### src/rtl/accum_sequencer_pkg.sv
// Shared constants and types for the accumulator sequencer: adder latency,
// accumulator command encodings and the sequencer state enum.
package accum_sequencer_pkg;

  localparam int ACCUM_ADDER_LATENCY = 8;
  localparam int ACCUM_COMMAND_WIDTH = 2;

  localparam logic [ACCUM_COMMAND_WIDTH-1:0] ACCUMULATOR_COMMAND_IDLE      = 2'd0;
  localparam logic [ACCUM_COMMAND_WIDTH-1:0] ACCUMULATOR_COMMAND_NEW_ACCUM = 2'd1;
  localparam logic [ACCUM_COMMAND_WIDTH-1:0] ACCUMULATOR_COMMAND_ACCUM     = 2'd2;

  typedef enum logic [1:0] {
    SEQ_IDLE  = 2'd0,
    SEQ_RUN   = 2'd1,
    SEQ_DRAIN = 2'd2,
    SEQ_DONE  = 2'd3
  } accum_seq_state_t;

endpackage

### src/rtl/accum_sequencer_skew_delay_line.sv
// Per-lane skew line: lane i sees lane0_in delayed by i cycles (lane 0 is
// combinational pass-through). Also used by the psum buffer for write skew.
module accum_sequencer_skew_delay_line #(
  parameter int WIDTH     = 2,
  parameter int NUM_LANES = 4
) (
  input  logic             clk,
  input  logic             rstn,
  input  logic [WIDTH-1:0] lane0_in,
  output logic [WIDTH-1:0] lane_out [0:NUM_LANES-1]
);

  localparam int DEPTH = (NUM_LANES > 1) ? NUM_LANES - 1 : 1;

  logic [WIDTH-1:0] stage_q [0:DEPTH-1];
  logic [WIDTH-1:0] stage_d [0:DEPTH-1];

  always_comb begin
    stage_d[0] = lane0_in;
    for (int i = 1; i < DEPTH; i++) begin
      stage_d[i] = stage_q[i-1];
    end
  end

  always_ff @(posedge clk or negedge rstn) begin
    if (!rstn) begin
      for (int i = 0; i < DEPTH; i++) begin
        stage_q[i] <= '0;
      end
    end else begin
      for (int i = 0; i < DEPTH; i++) begin
        stage_q[i] <= stage_d[i];
      end
    end
  end

  always_comb begin
    lane_out[0] = lane0_in;
    for (int i = 1; i < NUM_LANES; i++) begin
      lane_out[i] = stage_q[i-1];
    end
  end

endmodule

### src/rtl/accum_sequencer.sv
// Sequences one accumulator array over NUM_ROWS x NUM_PASSES of a K-split tile:
// skewed lane commands, psum read/writeback addressing and RAW-hazard stalls.
module accum_sequencer
  import accum_sequencer_pkg::*;
#(
  parameter int NUM_DATA    = 4,
  parameter int ADD_LATENCY = ACCUM_ADDER_LATENCY,
  parameter int ROW_W       = 8,
  parameter int PASS_W      = 16
) (
  input  logic                           clk,
  input  logic                           rstn,
  // Handshakes: a transfer happens on a rising edge where valid && ready;
  // valid never depends on ready and ready may depend on valid-independent state only.
  input  logic                           cfg_valid,
  output logic                           cfg_ready,
  input  logic [ROW_W-1:0]               cfg_rows,
  input  logic [PASS_W-1:0]              cfg_passes,
  input  logic                           mxu_valid,
  output logic                           mxu_ready,
  output logic [ACCUM_COMMAND_WIDTH-1:0] command_array [0:NUM_DATA-1],
  output logic                           psum_rd_en,
  output logic [ROW_W-1:0]               psum_rd_addr,
  output logic                           psum_wr_en,
  output logic [ROW_W-1:0]               psum_wr_addr,
  output logic                           out_valid,
  output logic [ROW_W-1:0]               out_addr,
  output logic                           busy,
  output logic                           done,
  output logic                           err_overrun,
  output logic [1:0]                     dbg_state
);

  // Input register + adder + output register of the accumulator.
  localparam int PIPE_LAT = ADD_LATENCY + 2;
  // A beat retires when its last lane leaves the accumulator.
  localparam int RET_LEN  = PIPE_LAT + NUM_DATA;
  localparam int INF_W    = ROW_W + 1;

  localparam logic [ROW_W-1:0]  ROW_ONE  = 1;
  localparam logic [PASS_W-1:0] PASS_ONE = 1;
  localparam logic [INF_W-1:0]  INF_ONE  = 1;

  accum_seq_state_t state_q, state_d;

  logic [ROW_W-1:0]  rows_q, rows_d;
  logic [PASS_W-1:0] passes_q, passes_d;
  logic [ROW_W-1:0]  r_q, r_d;
  logic [PASS_W-1:0] p_q, p_d;
  logic [INF_W-1:0]  inflight_q, inflight_d;
  logic              err_q, err_d;
  logic [ACCUM_COMMAND_WIDTH-1:0] cmd0_q, cmd0_d;
  logic [RET_LEN-1:0] ret_q, ret_d;
  logic              tag_last_q [0:PIPE_LAT];
  logic              tag_last_d [0:PIPE_LAT];
  logic [ROW_W-1:0]  tag_row_q  [0:PIPE_LAT];
  logic [ROW_W-1:0]  tag_row_d  [0:PIPE_LAT];

  logic accept;
  logic last_row;
  logic last_pass;
  logic ret_dec;

  assign last_row  = (r_q == rows_q - ROW_ONE);
  assign last_pass = (p_q == passes_q - PASS_ONE);
  assign ret_dec   = ret_q[RET_LEN-1];

  always_comb begin
    state_d      = state_q;
    rows_d       = rows_q;
    passes_d     = passes_q;
    r_d          = r_q;
    p_d          = p_q;
    cfg_ready    = 1'b0;
    mxu_ready    = 1'b0;
    accept       = 1'b0;
    psum_rd_en   = 1'b0;
    psum_rd_addr = r_q;
    done         = 1'b0;
    case (state_q)
      SEQ_IDLE: begin
        cfg_ready = 1'b1;
        if (cfg_valid) begin
          rows_d   = cfg_rows;
          passes_d = cfg_passes;
          r_d      = '0;
          p_d      = '0;
          if (cfg_rows == '0 || cfg_passes == '0) state_d = SEQ_DONE;
          else                                    state_d = SEQ_RUN;
        end
      end
      SEQ_RUN: begin
        // Later passes must not read a row whose previous partial sum is still in flight.
        mxu_ready = (p_q == '0) || (inflight_q < {1'b0, rows_q});
        accept    = mxu_valid && mxu_ready;
        if (accept) begin
          psum_rd_en = (p_q != '0);
          if (last_row) begin
            r_d = '0;
            p_d = p_q + PASS_ONE;
            if (last_pass) state_d = SEQ_DRAIN;
          end else begin
            r_d = r_q + ROW_ONE;
          end
        end
      end
      SEQ_DRAIN: begin
        if (inflight_q == '0) state_d = SEQ_DONE;
      end
      SEQ_DONE: begin
        done    = 1'b1;
        state_d = SEQ_IDLE;
      end
      default: state_d = SEQ_IDLE;
    endcase
  end

  always_comb begin
    err_d = err_q;
    if (state_q == SEQ_IDLE && cfg_valid) err_d = 1'b0;
    if (mxu_valid && state_q != SEQ_RUN)  err_d = 1'b1;

    inflight_d = inflight_q;
    if (accept && !ret_dec)      inflight_d = inflight_q + INF_ONE;
    else if (!accept && ret_dec) inflight_d = inflight_q - INF_ONE;

    if (!accept)           cmd0_d = ACCUMULATOR_COMMAND_IDLE;
    else if (p_q == '0)    cmd0_d = ACCUMULATOR_COMMAND_NEW_ACCUM;
    else                   cmd0_d = ACCUMULATOR_COMMAND_ACCUM;

    ret_d = {ret_q[RET_LEN-2:0], accept};

    tag_last_d[0] = last_pass;
    tag_row_d[0]  = r_q;
    for (int i = 1; i <= PIPE_LAT; i++) begin
      tag_last_d[i] = tag_last_q[i-1];
      tag_row_d[i]  = tag_row_q[i-1];
    end
  end

  always_ff @(posedge clk or negedge rstn) begin
    if (!rstn) begin
      state_q    <= SEQ_IDLE;
      rows_q     <= '0;
      passes_q   <= '0;
      r_q        <= '0;
      p_q        <= '0;
      inflight_q <= '0;
      err_q      <= 1'b0;
      cmd0_q     <= ACCUMULATOR_COMMAND_IDLE;
      ret_q      <= '0;
      for (int i = 0; i <= PIPE_LAT; i++) begin
        tag_last_q[i] <= 1'b0;
        tag_row_q[i]  <= '0;
      end
    end else begin
      state_q    <= state_d;
      rows_q     <= rows_d;
      passes_q   <= passes_d;
      r_q        <= r_d;
      p_q        <= p_d;
      inflight_q <= inflight_d;
      err_q      <= err_d;
      cmd0_q     <= cmd0_d;
      ret_q      <= ret_d;
      for (int i = 0; i <= PIPE_LAT; i++) begin
        tag_last_q[i] <= tag_last_d[i];
        tag_row_q[i]  <= tag_row_d[i];
      end
    end
  end

  accum_sequencer_skew_delay_line #(
    .WIDTH     (ACCUM_COMMAND_WIDTH),
    .NUM_LANES (NUM_DATA)
  ) u_cmd_skew (
    .clk      (clk),
    .rstn     (rstn),
    .lane0_in (cmd0_q),
    .lane_out (command_array)
  );

  // Writeback is issued at lane-0 timing; the psum buffer applies its own skew.
  assign psum_wr_en   = ret_q[PIPE_LAT] && !tag_last_q[PIPE_LAT];
  assign psum_wr_addr = tag_row_q[PIPE_LAT];
  assign out_valid    = ret_q[PIPE_LAT] && tag_last_q[PIPE_LAT];
  assign out_addr     = tag_row_q[PIPE_LAT];
  assign busy         = (state_q != SEQ_IDLE);
  assign err_overrun  = err_q;
  assign dbg_state    = state_q;

endmodule

### config.mk
export PLATFORM = sky130hd
export DESIGN_NAME = accum_sequencer
export DESIGN_NICKNAME = d
export VERILOG_FILES = /design/src/rtl/accum_sequencer_pkg.sv /design/src/rtl/accum_sequencer_skew_delay_line.sv /design/src/rtl/accum_sequencer.sv
export SDC_FILE = /design/constraint.sdc
export NUM_CORES = 1
export LEC_CHECK = 0
export ABC_AREA = 1
export CAP_MARGIN = 20
export CORE_MARGIN = 4
export CORE_UTILIZATION = 58
export CTS_BUF_LIST = sky130_fd_sc_hd__clkbuf_16
export DETAILED_ROUTE_END_ITERATION = 10
export PLACE_DENSITY = 0.8
export SYNTH_ARGS = -nofsm -noshare
export SYNTH_HDL_FRONTEND = slang
export SYNTH_HIERARCHICAL = 1
export SYNTH_SLANG_ARGS = --single-unit
### constraint.sdc
create_clock -name clk -period 4 [get_ports clk]
set_input_delay 1.2 -clock clk [delete_from_list [all_inputs] [get_ports clk]]
set_output_delay 1.2 -clock clk [all_outputs]
set_load 0.02 [all_outputs]
; Yosys cells after proc, flatten, opt, wreduce, memory -nomap -nowiden
; Index checks and enable logic that the tools add are counted.
[op_classes]
reduce_logical = 26
muxes = 27
order_cmp = 1
n_addsub = 6
eq_ne = 11
[ops]
columns = cell, count
row1 = 16-bit 2-to-1 mux, 3
row2 = 16-bit zero test, 2
row3 = 16-bit case mux with 2 select lines, 1
row4 = 8-bit 2-to-1 mux, 3
row5 = 9-bit 2-to-1 mux, 2
row6 = 16-bit by 1-bit adder with 16-bit output (second input constant), 1
row7 = 16-bit equality test, 1
row8 = 2-bit 2-to-1 mux, 8
row9 = 8-bit case mux with 2 select lines, 1
row10 = 16-bit nonzero test, 1
row11 = 16-bit by 1-bit subtractor with 16-bit output (second input constant), 1
row12 = 2-bit inequality test (second input constant), 5
row13 = 9-bit by 1-bit adder with 9-bit output (second input constant), 1
row14 = 9-bit zero test, 1
row15 = 9-bit by 8-bit less-than comparator with 1-bit output, 1
row16 = 9-bit by 1-bit subtractor with 9-bit output (second input constant), 1
row17 = 8-bit by 1-bit adder with 8-bit output (second input constant), 1
row18 = 8-bit equality test, 1
row19 = 8-bit zero test, 1
row20 = 1-bit 2-to-1 mux, 8
row21 = 2-bit case mux with 4 select lines, 1
row22 = 2-bit nonzero test, 4
row23 = 8-bit by 1-bit subtractor with 8-bit output (second input constant), 1
row24 = 1-bit logical AND, 7
row25 = other kinds (10), 14
[word_totals]
out_inout_bits = 42
inputBits = 28
wordCells = 105
ff_bits = 181

; Depth between registers and ports, before layout
; Gate-level depths: netlist of the first run.
[depth]
depth_word = 8
mapped_depth = 22
depth_no_buf = 22

; By module
; The synthesis of the first run kept the hierarchy.
[modules_own_cells]
columns = mod, area_per_inst_um2, cells_each, n_inst, seq_area_each_um2
row1 = accum_sequencer, 7734.9, 795, 1, 4379.2
row2 = accum_sequencer_skew_delay_line, 165.2, 8, 1, 150.1

; Worst setup path before layout of the first run
; OpenSTA, ideal clock, no wires.
[synth_timing]
kind = in2out
startpoint = input mxu_valid
endpoint = output psum_rd_en
t_arrival_ps = 1810
path_stages = 4
required_ps = 2800
path_buffers = 0
path_slack_ps = 990
path_cell_list = nand2_2 nor2_1 inv_1 a21oi_1
[synth_between]
elab_chain_len = 3
[synth_lines]
columns = item, line_no
row1 = "start, declared", accum_sequencer.sv:19  ; input logic mxu_valid,
row2 = 1-bit logical AND, accum_sequencer.sv:95  ; accept = mxu_valid && mxu_ready;
row3 = 1-bit 2-to-1 mux, accum_sequencer.sv:96  ; if (accept) begin
row4 = 1-bit 2-to-1 mux, accum_sequencer.sv:80  ; case (state_q)
row5 = "end, declared", accum_sequencer.sv:22  ; output logic psum_rd_en,
; No other way between the ends.

; Worst setup path in the final report of the first run
[layout_timing]
startpoint = register rows_q[2]
endpoint = output psum_rd_en
[layout_between]
elab_chain_len = 5
[layout_lines]
columns = item, line_no
row1 = "start, declared", accum_sequencer.sv:46  ; logic [ROW_W-1:0] rows_q, rows_d;
row2 = "start signal, assigned", accum_sequencer.sv:158  ; rows_q <= rows_d;
row3 = 9-bit by 8-bit less-than comparator with 1-bit output, accum_sequencer.sv:94  ; mxu_ready = (p_q == '0) || (inflight_q < {1'b0, rows_q});
row4 = 1-bit logical OR, accum_sequencer.sv:94
row5 = 1-bit logical AND, accum_sequencer.sv:95
row6 = 1-bit 2-to-1 mux, accum_sequencer.sv:96
row7 = 1-bit 2-to-1 mux, accum_sequencer.sv:80
; No other way between the ends.

==> results of run 1 <==
## flip-flops by register name, indices dropped and copies added, names as in the netlist
signal / cells
passes_q: 16
tag_row_d: 80
psum_rd_addr: 8
err_overrun: 1
out_addr: 8
ret_q: 14
inflight_q: 9
p_q: 16
dbg_state: 2
tag_last_d: 10
cmd0_q: 2
rows_q: 8
tag_last_q: 1
u_cmd_skew/lane_out: 6
## layout by cell type (no fill, tap or decap), drive strengths merged
master / n
o21bai: 2
or2: 11
fa: 1
clkinv: 6
clkdlybuf4s50: 67
ha: 24
inv: 78
a22o: 1
nor2: 57
o211ai: 1
nor4: 9
nand4: 14
clkbuf: 17
xor2: 19
xnor2: 15
dfrtp: 181
nor3: 14
nor3b: 1
o21ai: 54
nand3b: 7
a22oi: 1
a21oi: 19
buf: 7
clkinvlp: 1
bufinv: 1
nand2: 208
nand3: 59
o311ai: 1
## power breakdown
group / switching (W) / leakage (nW) / total (W) / internal [W]
logic: 0.00161 / 1.77 / 0.00254 / 0.000932
clock network: 0.000710 / 0.284 / 0.00157 / 0.000862
registers: 0.000314 / 2.43 / 0.00252 / 0.00221
total: 0.00264 / 4.48 / 0.00664 / 0.00401
## per-layer routing
layer	up-vias	global-route usage (%)	share of wire (%)
li1	2703	-	-
met1	2624	31.58	46
met2	179	34.48	46
met3	30	5.103	5.6
met4	0	8.317	2.3
met5	-	0	0
## critical path, delay by kind of cell, from the launching register on
kind / cells / cell delay (ns)
compound gates: 2 / 0.30
fa+ha+maj: 1 / 0.31
simple gates: 7 / 0.69
buf+inv: 4 / 0.43
flops: 1 / 0.41
## area by class of cell
cell class | count | area [um2] | share of cell area [%]
clock inverter | 15 | 133.9 | 1.457
sequential | 181 | 4529 | 49.30
inverter | 71 | 266.5 | 2.901
clock buffer | 17 | 425.4 | 4.630
tap | 176 | 220.2 | 2.397
multi-input combinational | 518 | 2873 | 31.27
timing repair buffer | 74 | 739.5 | 8.048
## synthesized netlist by cell type, types with 12 or more instances
master | n | share of area (%)
a21oi_1 | 19 | 1.2
buf_4 | 18 | 1.7
dfrtp_1 | 181 | 57
ha_1 | 24 | 3.8
inv_1 | 63 | 3.0
nand2_1 | 186 | 8.8
nand2_2 | 20 | 1.6
nand3_1 | 56 | 3.5
nand4_1 | 14 | 1.1
nor2_1 | 45 | 2.1
nor3_1 | 12 | 0.76
o21ai_0 | 34 | 2.2
o21ai_2 | 16 | 1.8
xnor2_1 | 15 | 1.7
xor2_1 | 19 | 2.1
## cell families after synthesis
logic type / count (synthesis) / share of synthesized area (%)
compound gates: 79 / 5.987
xor+xnor: 34 / 3.769
fa+ha+maj: 25 / 4.055
buf+inv: 104 / 6.303
flops: 181 / 57.33
simple gates: 380 / 22.55
## worst paths after layout
path                          startpoint             to  slack [ns]
max                            rows_q[2]     psum_rd_en        0.23
min                        tag_row_d[76]  tag_row_d[68]        0.34
max reg2reg                    rows_q[2]  inflight_q[7]        0.60
min reg2reg                tag_row_d[76]  tag_row_d[68]        0.34
max in group asynchronous           rstn  tag_row_d[49]        2.43
min in group asynchronous           rstn   tag_row_d[0]        0.75
## through the flow
step	instances	total power, W	cell area [um2]
4_1_cts	1052	0.006696	9188
6_report	1052	0.006640	9188
3_3_place_gp	1020	0.004970	8628
5_1_grt	1052	0.007162	9188
3_5_place_dp	1020	0.005072	8628
2_1_floorplan	803	0.004406	7900
==> flow_metrics.env, run 1 <==
export IMPL_outcome="complete, no violations"
export IMPL_drc=0
export IMPL_hold_depth=0
export IMPL_dp_hpwl_um=11610
export IMPL_syn_num_nets=856
export IMPL_die_area_um2=15550
export IMPL_maxCapViolCount=0
export IMPL_crit_top_cell="nand2_1"
export IMPL_power_density_nw_per_um2=722.8
export IMPL_async_reset_ff_share_pct=100.0
export IMPL_clk_transition_reported_paths_ns=0.07
export IMPL_final_min_clock_period_ns=3.770
export IMPL_die_w_um=124.7
export IMPL_clk_latency_ns=0.43
export IMPL_die_y_um=124.7
export IMPL_initial_core_util_pct=59.42
export IMPL_ys_flop_type="dfrtp_1"
export IMPL_avgSynthCellArea_um2=9.838
export IMPL_cp_cell_sequence="inv_2, ha_1, nand2_1, inv_1, o21bai_1, nand3_1, nand2_1, nand2_1, nand2_2, nand2_2, nor2_1, inv_1, a21oi_1, buf_4"
export IMPL_slew_headroom_pct=60.45
export IMPL_synth_edff_count=0
export IMPL_leakagePower_nw=4.480
export IMPL_reg2regPathDepth=18
export IMPL_yosysSeqAreaShare_pct=57.33
export IMPL_tritoncts="done"
export IMPL_grt_start_max_net_pins=65
export IMPL_synth_distinct_cells=39
export IMPL_finalSetupViolCount=0
export IMPL_nets=916
export IMPL_max_vdd_ir_drop_mv=0.5015
export IMPL_crit_slowest_cell="dfrtp_1"
export IMPL_hold_path_class="flip-flop to flip-flop"
export IMPL_slowest_delay_ns=0.41
export IMPL_netlist_area_um2=7900
export IMPL_grt_pass1_vias=5538
export IMPL_placementRows=42
export IMPL_finalClockSkew_ns=0.009946
export IMPL_tns_ns=0
export IMPL_grt_setup_unrepaired="false"
export IMPL_cts_setup_buffers=0
export IMPL_crit_path_end_kind="output pin"
export IMPL_worst_pin_slew_ns=0.5924
export IMPL_setup_ws_ns=0.2301
export IMPL_pre_cts_ws_ns=0.2363
export IMPL_fmax_mhz=265.3
export IMPL_drtPass1Iterations=4
export IMPL_report_final_slew_viol_count=0
export IMPL_cts_hold_fix_buffers=0
export IMPL_finalHoldViolCount=0
export IMPL_cts_sinks=181
export IMPL_area_growth_syn_to_layout_pct=16.30
export IMPL_fin_crit_sh_pct=94.25
export IMPL_cts_root_buf="clkbuf_16"
export IMPL_synth_seq_cells=181
export IMPL_wl_per_cell_um=15.71
export IMPL_n_fill_cell=1000
export IMPL_vias_per_cell=5.262
export IMPL_crit_path_max_fanout=3
export IMPL_post_route_util_pct=69.10
export IMPL_required_ns=2.80
export IMPL_cp_start_kind="flip-flop"
export IMPL_overflow=0
export IMPL_grt_pass1_wl_um=27660
export IMPL_vias=5536
export IMPL_finalWeightedCongestion=0.8972
export IMPL_ctsHtreeMaxLevel=4
export IMPL_core_um2=13300
export IMPL_yosys_warnings=6
export IMPL_fin_hold_ws_ns=0.3395
export IMPL_cts_buffer_depth=2
export IMPL_synthCells=803
export IMPL_diodes=0
export IMPL_ant_nets=0
export IMPL_wirelength_um=16530
export IMPL_cp_arrival_ns=2.57
export IMPL_drtIter0Drc=411
export IMPL_track_usage_pct=22.47
export IMPL_io_buffers=69
export IMPL_grt_antenna_before_repair=0
export IMPL_cts_resized=0
export IMPL_drive_gt1_share_pct=12.21
export IMPL_cts_buffers=17
export IMPL_path_class="flip-flop to output pin"
export IMPL_boundaryPins=70
(Power assumes the default switching activity.)
==> run 2, diff against run 1 <==
TNS_END_PERCENT = 5   (was unset)
==> results of run 2 <==
Same layout as run 1: the final DEF is identical, and so are final timing and power.
==> run 3, diff against run 2 <==
SKIP_CTS_REPAIR_TIMING = 1   (was unset)
==> results of run 3 <==
Same layout as run 1: the final DEF is identical, and so are final timing and power.
